[config.mk]
export PLATFORM = sky130hd
export DESIGN_NAME = bcd_to_bin_seq
export DESIGN_NICKNAME = d
export VERILOG_FILES = /design/src/rtl/bcd_to_bin_seq.sv
export SDC_FILE = /design/constraint.sdc
export NUM_CORES = 1
export LEC_CHECK = 0
export BUFFER_PORTS_ARGS = -buffer_cell sky130_fd_sc_hd__buf_2
export CAP_MARGIN = 25
export CORE_ASPECT_RATIO = 1.75
export CORE_UTILIZATION = 50
export DETAILED_ROUTE_END_ITERATION = 8
export GPL_ROUTABILITY_DRIVEN = 1
export PLACE_DENSITY = 0.71
export SLEW_MARGIN = 20
export SYNTH_ARGS = -nofsm -noshare
export SYNTH_HDL_FRONTEND = slang
export SYNTH_SLANG_ARGS = --single-unit
[constraint.sdc]
create_clock -name clk -period 2.3 [get_ports clk]
set_clock_uncertainty 0.15 [all_clocks]
set_input_delay 0.46 -clock clk [delete_from_list [all_inputs] [get_ports clk]]
set_output_delay 0.46 -clock clk [all_outputs]
set_load 0.03 [all_outputs]
[src/rtl/bcd_to_bin_seq.sv]
// Sequential packed-BCD to unsigned binary converter using reverse double-dabble.
// One operand per request; outputs hold from one completed conversion to the next.
module bcd_to_bin_seq #(
    parameter int DIGITS = 4
) (
    input  logic                  clk,
    input  logic                  reset,
    input  logic                  start,
    input  logic [4*DIGITS-1:0]   bcd_in,
    output logic                  busy,
    output logic                  done,
    output logic [4*DIGITS-1:0]   bin_out,
    output logic                  invalid
);

    localparam int W  = 4 * DIGITS;
    localparam int CW = $clog2(W) + 1;
    localparam logic [CW-1:0] LAST_SHIFT = CW'(W - 1);

    typedef enum logic [1:0] {
        IDLE,
        CHECK,
        SHIFT,
        DONE
    } state_t;

    state_t          state;
    logic [W-1:0]    work;
    logic [W-1:0]    acc;
    logic [CW-1:0]   cnt;

    logic [W-1:0]    work_shifted;
    logic [W-1:0]    work_adj;
    logic [W-1:0]    acc_shifted;
    logic            any_bad;

    // One reverse double-dabble step: shift {work, acc} right, then correct
    // every BCD nibble that picked up a half-weight bit (value >= 8).
    // NOTE: every always_comb output gets a default first so no latch is inferred.
    always_comb begin
        work_shifted = work >> 1;
        acc_shifted  = {work[0], acc[W-1:1]};
        work_adj     = work_shifted;
        any_bad      = 1'b0;
        for (int d = 0; d < DIGITS; d++) begin
            if (work_shifted[4*d+3]) begin
                work_adj[4*d +: 4] = work_shifted[4*d +: 4] - 4'd3;
            end
            if (work[4*d +: 4] > 4'd9) begin
                any_bad = 1'b1;
            end
        end
    end

    // NOTE: sequential state uses non-blocking assignments only, so every
    // register samples pre-edge values regardless of statement order.
    always_ff @(posedge clk) begin
        if (reset) begin
            state   <= IDLE;
            work    <= '0;
            acc     <= '0;
            cnt     <= '0;
            busy    <= 1'b0;
            done    <= 1'b0;
            bin_out <= '0;
            invalid <= 1'b0;
        end else begin
            case (state)
                IDLE: begin
                    done <= 1'b0;
                    if (start) begin
                        work  <= bcd_in;
                        acc   <= '0;
                        busy  <= 1'b1;
                        state <= CHECK;
                    end
                end
                CHECK: begin
                    if (any_bad) begin
                        bin_out <= '0;
                        invalid <= 1'b1;
                        done    <= 1'b1;
                        state   <= DONE;
                    end else begin
                        cnt   <= '0;
                        state <= SHIFT;
                    end
                end
                SHIFT: begin
                    work <= work_adj;
                    acc  <= acc_shifted;
                    cnt  <= cnt + CW'(1);
                    // The final shift completes the result in acc_shifted.
                    if (cnt == LAST_SHIFT) begin
                        bin_out <= acc_shifted;
                        invalid <= 1'b0;
                        done    <= 1'b1;
                        state   <= DONE;
                    end
                end
                DONE: begin
                    done  <= 1'b0;
                    busy  <= 1'b0;
                    state <= IDLE;
                end
                default: begin
                    state <= IDLE;
                end
            endcase
        end
    end

endmodule

==> results by group <==
Clock network
  • H-tree depth: 3
  • Postcts setup bufs: 0
  • Clock slew at reported path FFs: 0.07 ns
  • Max Buffers Root-to-Sink: 2
  • Cts bufs inserted: 9
  • CTS tree: yes
  • CTS root buffer: clkbuf_8
  • Number of clock sinks: 57
  • Clk Latency, worst-skew pair: ~0.34 ns

Placement
  • GP Congestion: 0.8283
  • Post-DP HPWL: 3845 um
  • Worst slack, placed: about 0.23 ns
  • Port buffer count: 37

Synthesis
  • Synth cell types: 38
  • Cells after Synth: 297
  • Synth Register Bits: 57
  • Main flop type after synthesis: dfxtp_1
  • Syn Nets: 325
  • Number of flops mapped to enable cells by yosys: 0
  • Async S/R FF share, synth: 0%
  • Syn avg cell area: 9.243 sq um
  • Synth warn: 0
  • Sequential area share after synthesis: 41.57%
  • Post-Syn Area: 2745 sq um

Finish
  • Fillers: 459
  • Layout Utilization: 60.50%
  • Area grow syn2layout: 15.82%
  • Layout cell share with drive strength beyond 1: around 22%
  • Multi-input logic area: 1468 sq um
  • Register area: 1141 sq um
  • Layout net count: 363
  • Ant diodes: 0

Timing
  • Final Max Slew Viols: 0
  • Hold Vio Cnt, Final: 0
  • Final WS setup: 0.2442 ns
  • Setup violators final: 0
  • Tightest Pin Transition: 0.5713 ns
  • Slew headroom: 61.87%
  • RSZ-0062 raised after global routing: no
  • Tmin final: 2.056 ns
  • Highest Clock Rate: around 490 MHz
  • Fin Setup TNS: 0 ns
  • Hold Slack: between 0.2 and 0.3 ns
  • Tcrit/Tclk final: 89.38%

Run status
  • Outcome: finished with violations
  • Failing checks: design-rule violations

Global routing
  • First-pass GRT wire length: roughly 9400 um
  • Total Routing Usage GR: 21.14%
  • Vias in the first global route: ~2100
  • Antenna violations before repair: 0
  • Grt ovf: 0
  • Largest net degree at the start of global routing: 50

Detailed routing
  • Drt via density: 5.582
  • Avg WL per Cell: 14.27 um
  • Residual DRC: 3
  • Final wirelength: 5637 um
  • DR iter-0 viols: 87
  • DR vias: 2205
  • TritonRoute pass-1 iters: 7
  • Antenna-violating nets left: 0

Floorplan
  • Die Ht: 100.0 um
  • Starting Density: 52.24%
  • # IOs: 38
  • Area of the die: 5802 sq um
  • Die Wd: 58.01 um
  • Rows: 35
  • Core area: between 5000 and 6000 sq um

Power
  • Pwr Density: 1139 nW/um^2
  • Pwr Total: 3620 uW
  • Maximum VDD drop: 0.7247 mV
  • Leak Pwr: 0.001233 uW

Run
  • Max cap viols: 0

Critical path
  • Worst Path Required: about 2.4 ns
  • Worst EP arrival: 2.18 ns
  • Register-to-register setup slack: 0.24 ns
  • CP Class: register to register
  • CP endpoint kind: register
  • CP startpoint kind: register
  • Crit-path max FO: 10

Worst hold path
  • Hold Path Class: primary input to register
## critical path, cell delays in order, from the launching register on
cell      delay, ns
dfxtp_1        0.39
inv_1          0.10
ha_1           0.27
inv_1          0.20
nor2_1         0.12
a211oi_4       0.28
buf_4          0.26
mux2i_1        0.21
## stage by stage
step / cell area, sq um / cells
2_1_floorplan: 2745 / 297
3_3_place_gp: 2982 / 379
3_5_place_dp: 2982 / 379
4_1_cts: 3177 / 395
5_1_grt: 3179 / 395
6_report: 3179 / 395
## cell type report
class	instances	share of cell area, %
multi-input cells	212	46.16
flip-flops and latches	57	35.89
repair buffers	48	8.815
clock buffers	10	4.329
well taps	55	2.165
clock inverters	6	1.810
inverters	7	0.8264
## repair_timing
action,4_1_cts,5_1_grt
gates resized for setup,0,1
hold buffers,0,0
endpoints found under the setup margin,0,1
## worst paths after layout
kind | startpoint | to | depth (start not counted)
hold reg to reg | bin_out[4]$_SDFFE_PP0P_ | bin_out[4]$_SDFFE_PP0P_ | 2
hold / removal | bcd_in[15] | work[15]$_SDFFE_PP0P_ | 3
setup reg to reg | state[0]$_SDFFE_PP0P_ | bin_out[9]$_SDFFE_PP0P_ | 7
setup / recovery | state[0]$_SDFFE_PP0P_ | bin_out[9]$_SDFFE_PP0P_ | 7
## cells in the mapped netlist, types with 3 or more instances
cell type | number | area share [%]
a211o_1 | 4 | 1.3
a211oi_1 | 12 | 3.3
a21oi_1 | 21 | 3.8
a22oi_1 | 15 | 4.1
buf_2 | 8 | 1.5
clkbuf_1 | 8 | 1.1
dfxtp_1 | 57 | 42
ha_1 | 9 | 4.1
inv_1 | 7 | 0.96
mux2i_1 | 26 | 9.5
nand2_1 | 9 | 1.2
nand2b_1 | 19 | 4.3
nand3b_1 | 16 | 4.4
nor2_1 | 39 | 5.3
nor2b_1 | 5 | 1.1
o21ai_0 | 9 | 1.6
o21ai_2 | 3 | 0.96
xnor2_1 | 6 | 1.9
## layer usage
| metal | vias to the layer above | global-route usage (%) | share of wire (%) | wire, um |
|---|---|---|---|---|
| li1 | 1120 | - | - | - |
| met1 | 1037 | 22.51 | 41 | 2316 |
| met2 | 35 | 37.05 | 54 | 3025 |
| met3 | 13 | 5.026 | 2.5 | 139 |
| met4 | 0 | 12.09 | 2.8 | 156 |
| met5 | - | 0 | 0 | 0 |
## placed cells by master, fill, tap and decap left out, types with 9 or more instances in the layout
cell type / count
ha_1: 9
a22oi_1: 15
nand2_1: 9
dfxtp_1: 57
buf_2: 37
clkbuf_8: 10
nand2b_1: 19
nor2_1: 38
a21oi_1: 21
nand3b_1: 16
buf_4: 10
mux2i_1: 26
a211oi_1: 12
o21ai_0: 9
## kinds of logic after synthesis
| group | after synthesis | share of synthesized area, % |
|---|---|---|
| AOI/OAI and AO/OA | 70 | 17.09 |
| xor gates and xnor gates | 6 | 1.914 |
| adders and majority gates | 9 | 4.102 |
| buffers and inverters | 28 | 5.333 |
| DFF | 57 | 41.57 |
| muxes | 28 | 10.39 |
| and+or+nand+nor | 99 | 19.60 |
## report_power, final
group	total, uW	internal, uW	switching [uW]
clock network	922	521	401
logic	1420	606	816
registers	1280	1120	153
total	3620	2250	1370
## registers in the layout, summed over array words and instances (netlist names)
register,flops
bin_out,16
work,16
acc,15
cnt,5
state,2
busy,1
done,1
invalid,1
No activity file was read; power rests on OpenSTA's default activity.
